$ cat src/rtl/tube_bcd_writer_if.sv
// Request/response bundle between the CPU MMIO store path and tube_bcd_writer.
//   iMmioWrite        one-cycle store strobe
//   iMmioMode         0 = hex passthrough, 1 = unsigned decimal
//   iMmioData         32-bit value to display
//   oBusy             writer busy (active or holding a pending request)
//   oOverrun          sticky: a pending request was overwritten
//   oDoTubeWrite      tube write strobe
//   oTubeAddress      2'b00 = low half, 2'b10 = high half
//   oTubeDataToWrite  halfword for the tube
// master = CPU side, slave = tube_bcd_writer.
interface tube_bcd_writer_if;
  logic        iMmioWrite;
  logic        iMmioMode;
  logic [31:0] iMmioData;
  logic        oBusy;
  logic        oOverrun;
  logic        oDoTubeWrite;
  logic [1:0]  oTubeAddress;
  logic [15:0] oTubeDataToWrite;

  modport master (
    output iMmioWrite, iMmioMode, iMmioData,
    input  oBusy, oOverrun, oDoTubeWrite, oTubeAddress, oTubeDataToWrite
  );

  modport slave (
    input  iMmioWrite, iMmioMode, iMmioData,
    output oBusy, oOverrun, oDoTubeWrite, oTubeAddress, oTubeDataToWrite
  );
endinterface

$ cat src/rtl/tube_bcd_writer.sv
// Feeds the digital-tube driver from CPU MMIO stores. Each store carries a 32-bit
// value in hex or unsigned-decimal mode; decimal values are converted to 8 packed
// BCD digits by a 32-cycle sequential double-dabble. The result goes out as two
// tube writes: low halfword to address 2'b00, then high halfword to 2'b10.
// Decimal values above MAX_DEC are shown as ERR_PATTERN on both halves.
// A one-entry pending slot absorbs a store arriving while busy (last writer wins,
// oOverrun records an overwrite).
// Ports:
//   iCpuClock       CPU clock
//   iCpuReset       asynchronous active-high reset
//   bus             tube_bcd_writer_if.slave (MMIO request in, tube write out)
//   oLastDisplayed  last 32-bit pattern written (only with TUBE_BCD_READBACK_EN)
// Optional feature macro: TUBE_BCD_READBACK_EN.
module tube_bcd_writer #(
  parameter logic [31:0] MAX_DEC     = 32'd99_999_999,
  parameter logic [15:0] ERR_PATTERN = 16'hEEEE
) (
  input  logic               iCpuClock,
  input  logic               iCpuReset,
  tube_bcd_writer_if.slave   bus
`ifdef TUBE_BCD_READBACK_EN
  ,
  output logic [31:0]        oLastDisplayed
`endif
);

  typedef enum logic [1:0] {StIdle, StConv, StWrLo, StWrHi} state_e;

  state_e      state_q, state_d;
  logic [31:0] shift_q, shift_d;
  logic [31:0] bcd_q, bcd_d;
  logic [4:0]  cnt_q, cnt_d;
  logic [31:0] result_q, result_d;
  logic        pend_valid_q, pend_valid_d;
  logic        pend_mode_q, pend_mode_d;
  logic [31:0] pend_data_q, pend_data_d;
  logic        overrun_q, overrun_d;
  logic        strobe_q, strobe_d;
  logic [1:0]  addr_q, addr_d;
  logic [15:0] data_q, data_d;

  logic        start_req;
  logic        start_mode;
  logic [31:0] start_data;
  logic [31:0] bcd_adj;
  logic [31:0] conv_bcd;
  logic [31:0] conv_shift;

  // Add 3 to every digit >= 5 so the following shift carries correctly into the next digit.
  function automatic logic [31:0] dabble_adjust(input logic [31:0] b);
    logic [31:0] r;
    r = b;
    for (int i = 0; i < 8; i++) begin
      if (r[4*i +: 4] >= 4'd5) r[4*i +: 4] = r[4*i +: 4] + 4'd3;
    end
    return r;
  endfunction

  always_comb begin
    bcd_adj    = dabble_adjust(bcd_q);
    conv_bcd   = {bcd_adj[30:0], shift_q[31]};
    conv_shift = {shift_q[30:0], 1'b0};
  end

  always_comb begin
    state_d      = state_q;
    shift_d      = shift_q;
    bcd_d        = bcd_q;
    cnt_d        = cnt_q;
    result_d     = result_q;
    pend_valid_d = pend_valid_q;
    pend_mode_d  = pend_mode_q;
    pend_data_d  = pend_data_q;
    overrun_d    = overrun_q;
    start_req    = 1'b0;
    start_mode   = 1'b0;
    start_data   = '0;

    unique case (state_q)
      StIdle: begin
        if (bus.iMmioWrite) begin
          start_req  = 1'b1;
          start_mode = bus.iMmioMode;
          start_data = bus.iMmioData;
        end
      end
      StConv, StWrLo: begin
        if (state_q == StConv) begin
          shift_d = conv_shift;
          bcd_d   = conv_bcd;
          cnt_d   = cnt_q - 5'd1;
          if (cnt_q == 5'd0) begin
            result_d = conv_bcd;
            state_d  = StWrLo;
          end
        end else begin
          state_d = StWrHi;
        end
        if (bus.iMmioWrite) begin
          if (pend_valid_q) overrun_d = 1'b1;
          pend_valid_d = 1'b1;
          pend_mode_d  = bus.iMmioMode;
          pend_data_d  = bus.iMmioData;
        end
      end
      StWrHi: begin
        if (pend_valid_q) begin
          // Chain straight into the pending request; a same-cycle store refills the slot.
          start_req    = 1'b1;
          start_mode   = pend_mode_q;
          start_data   = pend_data_q;
          pend_valid_d = bus.iMmioWrite;
          if (bus.iMmioWrite) begin
            pend_mode_d = bus.iMmioMode;
            pend_data_d = bus.iMmioData;
          end
        end else if (bus.iMmioWrite) begin
          start_req  = 1'b1;
          start_mode = bus.iMmioMode;
          start_data = bus.iMmioData;
        end else begin
          state_d = StIdle;
        end
      end
      default: state_d = StIdle;
    endcase

    if (start_req) begin
      if (!start_mode) begin
        result_d = start_data;
        state_d  = StWrLo;
      end else if (start_data <= MAX_DEC) begin
        shift_d = start_data;
        bcd_d   = '0;
        cnt_d   = 5'd31;
        state_d = StConv;
      end else begin
        result_d = {ERR_PATTERN, ERR_PATTERN};
        state_d  = StWrLo;
      end
    end
  end

  // Tube outputs are registered from the next state so they change on the entering edge.
  always_comb begin
    strobe_d = (state_d == StWrLo) || (state_d == StWrHi);
    addr_d   = addr_q;
    data_d   = data_q;
    if (state_d == StWrLo) begin
      addr_d = 2'b00;
      data_d = result_d[15:0];
    end else if (state_d == StWrHi) begin
      addr_d = 2'b10;
      data_d = result_d[31:16];
    end
  end

  always_ff @(posedge iCpuClock or posedge iCpuReset) begin
    if (iCpuReset) begin
      state_q      <= StIdle;
      shift_q      <= '0;
      bcd_q        <= '0;
      cnt_q        <= '0;
      result_q     <= '0;
      pend_valid_q <= 1'b0;
      pend_mode_q  <= 1'b0;
      pend_data_q  <= '0;
      overrun_q    <= 1'b0;
      strobe_q     <= 1'b0;
      addr_q       <= 2'b00;
      data_q       <= 16'h0000;
    end else begin
      state_q      <= state_d;
      shift_q      <= shift_d;
      bcd_q        <= bcd_d;
      cnt_q        <= cnt_d;
      result_q     <= result_d;
      pend_valid_q <= pend_valid_d;
      pend_mode_q  <= pend_mode_d;
      pend_data_q  <= pend_data_d;
      overrun_q    <= overrun_d;
      strobe_q     <= strobe_d;
      addr_q       <= addr_d;
      data_q       <= data_d;
    end
  end

  assign bus.oBusy            = (state_q != StIdle) || pend_valid_q;
  assign bus.oOverrun         = overrun_q;
  assign bus.oDoTubeWrite     = strobe_q;
  assign bus.oTubeAddress     = addr_q;
  assign bus.oTubeDataToWrite = data_q;

`ifdef TUBE_BCD_READBACK_EN
  logic [31:0] last_q;

  // Captured on the edge entering WR_HI, when the full pattern is committed.
  always_ff @(posedge iCpuClock or posedge iCpuReset) begin
    if (iCpuReset) begin
      last_q <= '0;
    end else if (state_q == StWrLo) begin
      last_q <= result_q;
    end
  end

  assign oLastDisplayed = last_q;
`endif

endmodule

$ cat src/flat_wrapper.sv
// flat-port wrapper written by rule: the top's interface ports become plain ports
module tube_bcd_writer_flat 
#(
  parameter logic [31:0] MAX_DEC     = 32'd99_999_999,
  parameter logic [15:0] ERR_PATTERN = 16'hEEEE
)
  (iCpuClock, iCpuReset, bus_iMmioWrite, bus_iMmioMode, bus_iMmioData, bus_oBusy, bus_oOverrun, bus_oDoTubeWrite, bus_oTubeAddress, bus_oTubeDataToWrite);
  tube_bcd_writer_if bus_i ();
  input  logic iCpuClock;
  input  logic iCpuReset;
  input wire logic [$bits(bus_i.iMmioWrite)-1:0] bus_iMmioWrite;
  input wire logic [$bits(bus_i.iMmioMode)-1:0] bus_iMmioMode;
  input wire logic [$bits(bus_i.iMmioData)-1:0] bus_iMmioData;
  output wire logic [$bits(bus_i.oBusy)-1:0] bus_oBusy;
  output wire logic [$bits(bus_i.oOverrun)-1:0] bus_oOverrun;
  output wire logic [$bits(bus_i.oDoTubeWrite)-1:0] bus_oDoTubeWrite;
  output wire logic [$bits(bus_i.oTubeAddress)-1:0] bus_oTubeAddress;
  output wire logic [$bits(bus_i.oTubeDataToWrite)-1:0] bus_oTubeDataToWrite;
  assign bus_i.iMmioWrite = bus_iMmioWrite;
  assign bus_i.iMmioMode = bus_iMmioMode;
  assign bus_i.iMmioData = bus_iMmioData;
  assign bus_oBusy = bus_i.oBusy;
  assign bus_oOverrun = bus_i.oOverrun;
  assign bus_oDoTubeWrite = bus_i.oDoTubeWrite;
  assign bus_oTubeAddress = bus_i.oTubeAddress;
  assign bus_oTubeDataToWrite = bus_i.oTubeDataToWrite;
  tube_bcd_writer #(.MAX_DEC(MAX_DEC), .ERR_PATTERN(ERR_PATTERN)) u_core (.iCpuClock(iCpuClock), .iCpuReset(iCpuReset), .bus(bus_i));
endmodule
$ cat config.mk
export PLATFORM = sky130hd
export DESIGN_NAME = tube_bcd_writer_flat
export DESIGN_NICKNAME = d
export VERILOG_FILES = /design/src/rtl/tube_bcd_writer_if.sv /design/src/rtl/tube_bcd_writer.sv /design/src/flat_wrapper.sv
export SDC_FILE = /design/constraint.sdc
export NUM_CORES = 1
export LEC_CHECK = 0
export CORE_ASPECT_RATIO = 1.5
export CORE_MARGIN = 4
export CORE_UTILIZATION = 45
export CTS_BUF_LIST = sky130_fd_sc_hd__clkbuf_4 sky130_fd_sc_hd__clkbuf_8 sky130_fd_sc_hd__clkbuf_16
export DETAILED_ROUTE_END_ITERATION = 7
export HOLD_SLACK_MARGIN = 0.03
export PLACE_DENSITY = 0.67
export SLEW_MARGIN = 20
export SYNTH_ARGS = -nofsm -noshare
export SYNTH_HDL_FRONTEND = slang
export SYNTH_SLANG_ARGS = --single-unit
$ cat constraint.sdc
create_clock -name iCpuClock -period 4.5 [get_ports iCpuClock]
set_input_delay 0.675 -clock iCpuClock [delete_from_list [all_inputs] [get_ports iCpuClock]]
set_output_delay 0.675 -clock iCpuClock [all_outputs]
set_load 0.01 [all_outputs]
## Word-level counts from Yosys, hierarchy flattened

Index checks and enable logic that the tools add are counted.

| operators by class | value |
|---|---|
| multiplexer cells | 59 |
| $lt $le $gt $ge | 9 |
| add/sub/neg operators | 9 |
| reductions and logical operators | 11 |
| eq/ne operators | 7 |

Operators with widths:

| cell | number |
|---|---|
| 32-bit two-way mux | 20 |
| 32-bit one-hot mux with 2 select lines | 2 |
| 4-bit by 3-bit >= comparator with 1-bit output (second input constant) | 8 |
| 32-bit by 27-bit less-or-equal comparator with 1-bit output (second input constant) | 1 |
| 16-bit two-way mux | 2 |
| 4-bit by 2-bit adder with 4-bit output (second input constant) | 7 |
| 4-bit two-way mux | 7 |
| 5-bit two-way mux | 5 |
| 2-bit two-way mux | 9 |
| 2-bit equality test (second input constant) | 4 |
| 1-bit two-way mux | 8 |
| 1-bit one-hot mux with 2 select lines | 4 |
| 2-bit nonzero test | 3 |
| 5-bit logical NOT | 1 |
| 5-bit by 1-bit subtractor with 5-bit output (second input constant) | 1 |
| 2-bit one-hot mux with 2 select lines | 1 |
| 2-bit AND reduction | 2 |
| 3-bit by 2-bit adder with 3-bit output (second input constant) | 1 |
| 3-bit two-way mux | 1 |
| 3-bit AND reduction | 1 |
| 2-bit by 1-bit equality test with 1-bit output (second input constant) | 1 |
| 2-bit logical NOT | 1 |
| 1-bit logical OR | 2 |
| 2-bit by 1-bit inequality test with 1-bit output (second input constant) | 1 |
| 2 further kinds | 2 |

| storage, ports and cells | value |
|---|---|
| word-level logic and storage cells | 107 |
| input port bits | 36 |
| register bits | 157 |
| output and inout port bits | 21 |

## Longest topological paths before layout

| depth | value |
|---|---|
| word-level depth | 10 |
| depth in mapped cells | 15 |
| mapped depth without buffers | 10 |

## Worst setup path after synthesis

Ideal clock, no wire load.

| path | value |
|---|---|
| kind | input -> register |
| from | input bus_iMmioWrite |
| to | register u_core.data_q[12] (netlist: u_core.bus.oTubeDataToWrite[12]) |
| stages on the path | 11 |
| path slack | 1.595 ns |
| data arrival time | 2.776 ns |
| data required time | 4.371 ns |
| buffers on the path | 4 |
| setup time | 0.129 ns |
| path through | clkbuf_1 -> o21a_1 -> buf_4 -> buf_6 -> o2bb2ai_1 -> o2111ai_1 -> a2111oi_4 -> o21ai_2 -> buf_2 -> a311oi_1 -> a21oi_1 |

| between the ends | value |
|---|---|
| longest elaborated chain between the ends | 9 |
| elaborated cells on any way between the ends | 24 |
| classes of those cells | 1 x order compare; 2 x eq/ne; 20 x mux; 1 x reduce/logical |

Ends and longest elaborated chain:

| item | RTL line | text |
|---|---|---|
| start, declared | flat_wrapper.sv:11 | `input wire logic [$bits(bus_i.iMmioWrite)-1:0] bus_iMmioWrite;` |
| 32-bit two-way mux | tube_bcd_writer.sv:81, tube_bcd_writer.sv:117 |  |
| 32-bit two-way mux | tube_bcd_writer.sv:107 | `if (pend_valid_q) begin` |
| 32-bit one-hot mux with 2 select lines | tube_bcd_writer.sv:79 | `unique case (state_q)` |
| 32-bit by 27-bit less-or-equal comparator with 1-bit output | tube_bcd_writer.sv:132 | `end else if (start_data <= MAX_DEC) begin` |
| 2-bit two-way mux / 32-bit two-way mux (equally long branches) | tube_bcd_writer.sv:132 |  |
| 2-bit two-way mux / 32-bit two-way mux (equally long branches) | tube_bcd_writer.sv:129 | `if (!start_mode) begin` |
| 2-bit two-way mux / 32-bit two-way mux (equally long branches) | tube_bcd_writer.sv:128 | `if (start_req) begin` |
| 2-bit equality test, or another cell as far along | tube_bcd_writer.sv:149 | `if (state_d == StWrLo) begin` |
| 16-bit two-way mux / 2-bit nonzero test (equally long branches) | - |  |
| end signal, assigned | tube_bcd_writer.sv:184 | `data_q <= data_d;` |
| end, declared | tube_bcd_writer.sv:40 | `logic [15:0] data_q, data_d;` |

Parallel ways exist; a longest one is shown, timed or not. The select of a mux whose other input is x is not followed.
A chain may end at the register's enable or synchronous reset.

## Worst setup path in the final report

| path | value |
|---|---|
| from | register u_core.state_q[0] |
| to | register u_core.data_q[13] (netlist: u_core.bus.oTubeDataToWrite[13]) |

| between the ends | value |
|---|---|
| longest elaborated chain between the ends | 8 |
| elaborated cells on any way between the ends | 27 |
| classes of those cells | 1 x order compare; 5 x eq/ne; 18 x mux; 3 x reduce/logical |

Ends and longest elaborated chain:

| item | RTL line | text |
|---|---|---|
| start, declared | tube_bcd_writer.sv:29 | `state_e state_q, state_d;` |
| start signal, assigned | tube_bcd_writer.sv:160 | `state_q <= StIdle;` |
| start signal, assigned | tube_bcd_writer.sv:173 | `state_q <= state_d;` |
| 2-bit equality test, or another cell as far along | tube_bcd_writer.sv:79 |  |
| 32-bit one-hot mux with 2 select lines, or another cell as far along | tube_bcd_writer.sv:79 |  |
| 32-bit by 27-bit less-or-equal comparator with 1-bit output / 32-bit two-way mux (equally long branches) | tube_bcd_writer.sv:132, tube_bcd_writer.sv:79 |  |
| 2-bit two-way mux / 32-bit two-way mux (equally long branches) | tube_bcd_writer.sv:132 |  |
| 2-bit two-way mux / 32-bit two-way mux (equally long branches) | tube_bcd_writer.sv:129 |  |
| 2-bit two-way mux / 32-bit two-way mux (equally long branches) | tube_bcd_writer.sv:128 |  |
| 2-bit equality test, or another cell as far along | tube_bcd_writer.sv:149 |  |
| 16-bit two-way mux / 2-bit nonzero test (equally long branches) | - |  |

Parallel ways exist; a longest one is shown, timed or not. The select of a mux whose other input is x is not followed.

==> metrics.md <==
| Metric | Value |
|---|---|
| N_diodes | `0` |
| Top-count cell post-synth | `dfrtp_1` |
| Drt initial violations | `323` |
| Startpoint Class | `register` |
| Max incr delay on CP | `about 0.85 ns` |
| Die X | `around 120 microns` |
| Seq pwr share | `0.331` |
| Hold_sp | `u_core.bus.oOverrun` |
| Critical path class | `reg -> reg` |
| Avg Cell Area, Syn | `about 9.9 sq um` |
| H-tree Lvls | `4` |
| Worst setup EP type | `register` |
| CP required | `4.80 ns` |
| Logic pwr share | `0.484` |
| Synthesized area | `8090 sq um` |
| Synth Instances | `approximately 820` |
| Clock power frac | `0.185` |
| Nets@finish | `917` |
| Max Root-Sink Buffers | `2` |
| Final setup violation count | `0` |
| Via density | `5.77` |
| Sw frac | `0.424` |
| Fraction of layout cells with a size suffix above 1 | `0.116` |
| Non-filler cells, final | `around 1,100` |
| Drt wl/cell | `between 15 and 20 microns` |
| Share of async-settable or async-resettable flops after synthesis | `1.00` |
| Skew final | `between 0.01 and 0.015 ns` |
| Core area | `17,500 sq um` |
| Initial antenna violation count | `0` |
| GP Congestion | `0.920` |
| Largest net degree at the start of global routing | `157` |
| Setup crit start | `u_core.state_q[0]` |
| Yosys top cell by area | `dfrtp_1` |
| Max IR drop VDD | `a little under 0.0004 V` |
| Post-synthesis sequential area ratio | `0.483` |
| Psw | `approximately 3.2 mW` |
| Global route overflow | `0` |
| CP delay by family, top | `compound AO/OA/AOI/OAI gates` |
| Worst r2r src | `u_core.state_q[0]` |
| Relative slew slack | `0.363` |
| Post-synth top cells | `dfrtp_1 (156), nand2_1 (94), a21oi_1 (81), nor2_1 (63), o21ai_0 (44)` |
| EDFF count, synth | `0` |
| Final hold violation count | `0` |
| Int Power | `4.32 mW` |
| Critical path fanouts, max | `24` |
| Power per Cell Area | `~800 nW/um^2` |
| TNS Setup | `0 ns` |
| Root Buffer | `clkbuf_16` |
| Warnings, synthesis | `0` |
| Fin crit share | `0.929` |
| Num Clock Sinks | `about 160` |
| Synthesis-to-layout area growth | `16.3%` |
| Floorplan row count | `59` |
| CP cell instances | `ha_1 -> nor2b_2 -> o21a_1 -> a22oi_1 -> o2111a_1 -> nand3_1 -> o21ai_2 -> inv_2 -> and2_1 -> a221o_1` |
| Pre-CTS WS | `roughly 0.23 ns` |
| Crit path DAT | `4.48 ns` |
| RSZ-0062 raised after global routing | `no` |
| Starting Density | `0.462` |
| Top-area cell type share of the netlist area | `0.483` |
| CTS tree | `built` |
| Hold buffers post-CTS | `0` |
| Clock slew at the register clock pins of the worst setup and hold paths | `about 0.060 ns` |
| Post-placement cell count | `1,054` |
| Least-Margin Pin Slew | `between 0.9 and 1 ns` |
| Final slew viol count | `0` |
| Hold Crit Class | `reg -> reg` |
| Global-route wire length before repair | `33.3 mm` |
| Max cap viols | `0` |
| Die area | `around 20,000 sq um` |
| Leakage power total | `just under 4 nW` |
| Count of buffer and inverter cells on the critical path | `1` |
| DR pass1 iterations | `5` |
| Vias in the first global route | `around 6,400` |
| Worst-skew pair later-pin latency | `roughly 0.42 ns` |
| DP HPWL | `roughly 14 mm` |
| Distinct cells, synth | `around 60` |
| Most common flop cell mapped by yosys | `dfrtp_1` |
| Routed wire length | `roughly 20 mm` |
| Fmax | `approximately 240 MHz` |
| Fill cells | `around 1,600` |
| CTS buffer count | `17` |
| DR DRC count | `0` |
| Gr usage total | `0.205` |
| DR vias | `6,262` |
| Number of setup buffers added after CTS | `0` |
| Yosys reg bits | `between 150 and 200` |
| Number of port buffers | `55` |
| Leading post-synthesis cells by cell area | `dfrtp_1 (48%), mux2_2 (5.2%), mux2i_1 (5.1%)` |
| Max stage delay cell, worst path | `o21ai_2` |
| Resized cells post-CTS | `0` |
| Final WS setup | `0.319 ns` |
| Die span in y | `between 150 and 200 microns` |
| Outcome | `completed` |
| Final ANT Viol Nets | `0` |
| Syn Nets | `between 800 and 900` |
| Num ports | `57` |
| Crit path time final | `approximately 4.2 ns` |
-- logic make-up (layout without fill, tap and decap cells) --
logic type | Yosys count | in the layout | synth area share
buffers and inverters | 82 | 134 | 0.0441
multiplexers | 78 | 78 | 0.102
AO/OA/AOI/OAI | 244 | 244 | 0.199
XOR/XNOR | 17 | 17 | 0.0184
adder cells (fa/ha/maj) | 21 | 21 | 0.0325
flip-flops | 156 | 156 | 0.483
AND/OR/NAND/NOR | 222 | 222 | 0.121
other | 1 | 1 | 0.000464
-- layout make-up --
class | count | area, sq um | area share
clock buffer | 18 | 439 | 0.0467
tap | 213 | 267 | 0.0283
timing repair buffer | 73 | 711 | 0.0755
sequential | 156 | 3900 | 0.415
multi-input combinational | 583 | 3850 | 0.409
clock inverter | 14 | 125 | 0.0133
inverter | 29 | 113 | 0.0120
-- registers in the layout, summed over array words and instances (netlist names) --
name                         cells
u_core.shift_q                  32
u_core.state_q                   2
u_core.bus.oTubeAddress          1
u_core.bus.oDoTubeWrite          1
u_core.bus.oTubeDataToWrite     16
u_core.pend_valid_q              1
u_core.pend_mode_q               1
u_core.pend_data_q              32
u_core.bcd_q                    32
u_core.result_q                 32
u_core.cnt_q                     5
u_core.bus.oOverrun              1
-- power groups by stage --
stage / registers, mW / logic (mW) / clock network (mW)
after CTS: 2.48 / 3.63 / 1.41
after global routing: 2.56 / 4.03 / 1.48
after global placement: 2.49 / 3.54 / 0
after floorplan: 2.41 / 2.66 / 0
final: 2.48 / 3.63 / 1.39
after detailed placement: 2.50 / 3.61 / 0
-- routing by layer --
metal	track usage	vias to the layer above	routed length (microns)
met5	0	-	0
met4	0.0842	0	624
met3	0.0288	36	591
met2	0.362	118	10400
met1	0.256	3115	8650
li1	-	2993	-
-- final timing paths --
| path | end | cells after the start | slack (ns) |
|---|---|---|---|
| max in group asynchronous | u_core.shift_q[8] | 3 | 2.99 |
| worst min register to register | u_core.bus.oOverrun | 1 | 0.50 |
| worst max register to register | u_core.bus.oTubeDataToWrite[13] | 10 | 0.32 |
| worst min-delay path | u_core.bus.oOverrun | 1 | 0.50 |
| worst max-delay path | u_core.bus.oTubeDataToWrite[13] | 10 | 0.32 |
| min in group asynchronous | u_core.bcd_q[6] | 3 | 0.76 |
-- metrics by stage --
step | instance area, sq um | hold slack [ns] | util | power (mW)
4_1_cts | 9410 | 0.496 | 0.538 | 7.52
5_1_grt | 9410 | 0.510 | 0.538 | 8.07
6_report | 9410 | 0.501 | 0.538 | 7.50
3_5_place_dp | 8840 | 0.472 | 0.506 | 6.11
2_1_floorplan | 8090 | 0.479 | - | 5.06
3_3_place_gp | 8840 | 0.485 | 0.505 | 6.03
-- cells in the final DEF, fill, tap and decap left out, types with 16 or more instances in the layout --
master	n
a21oi_1	81
a22o_1	34
buf_4	16
clkbuf_16	17
clkdlybuf4s50_1	55
dfrtp_1	156
ha_1	20
inv_1	27
mux2_2	37
mux2i_1	41
nand2_1	94
nand3_1	18
nor2_1	62
o21ai_0	44
Power figures use the tool's default switching activity.
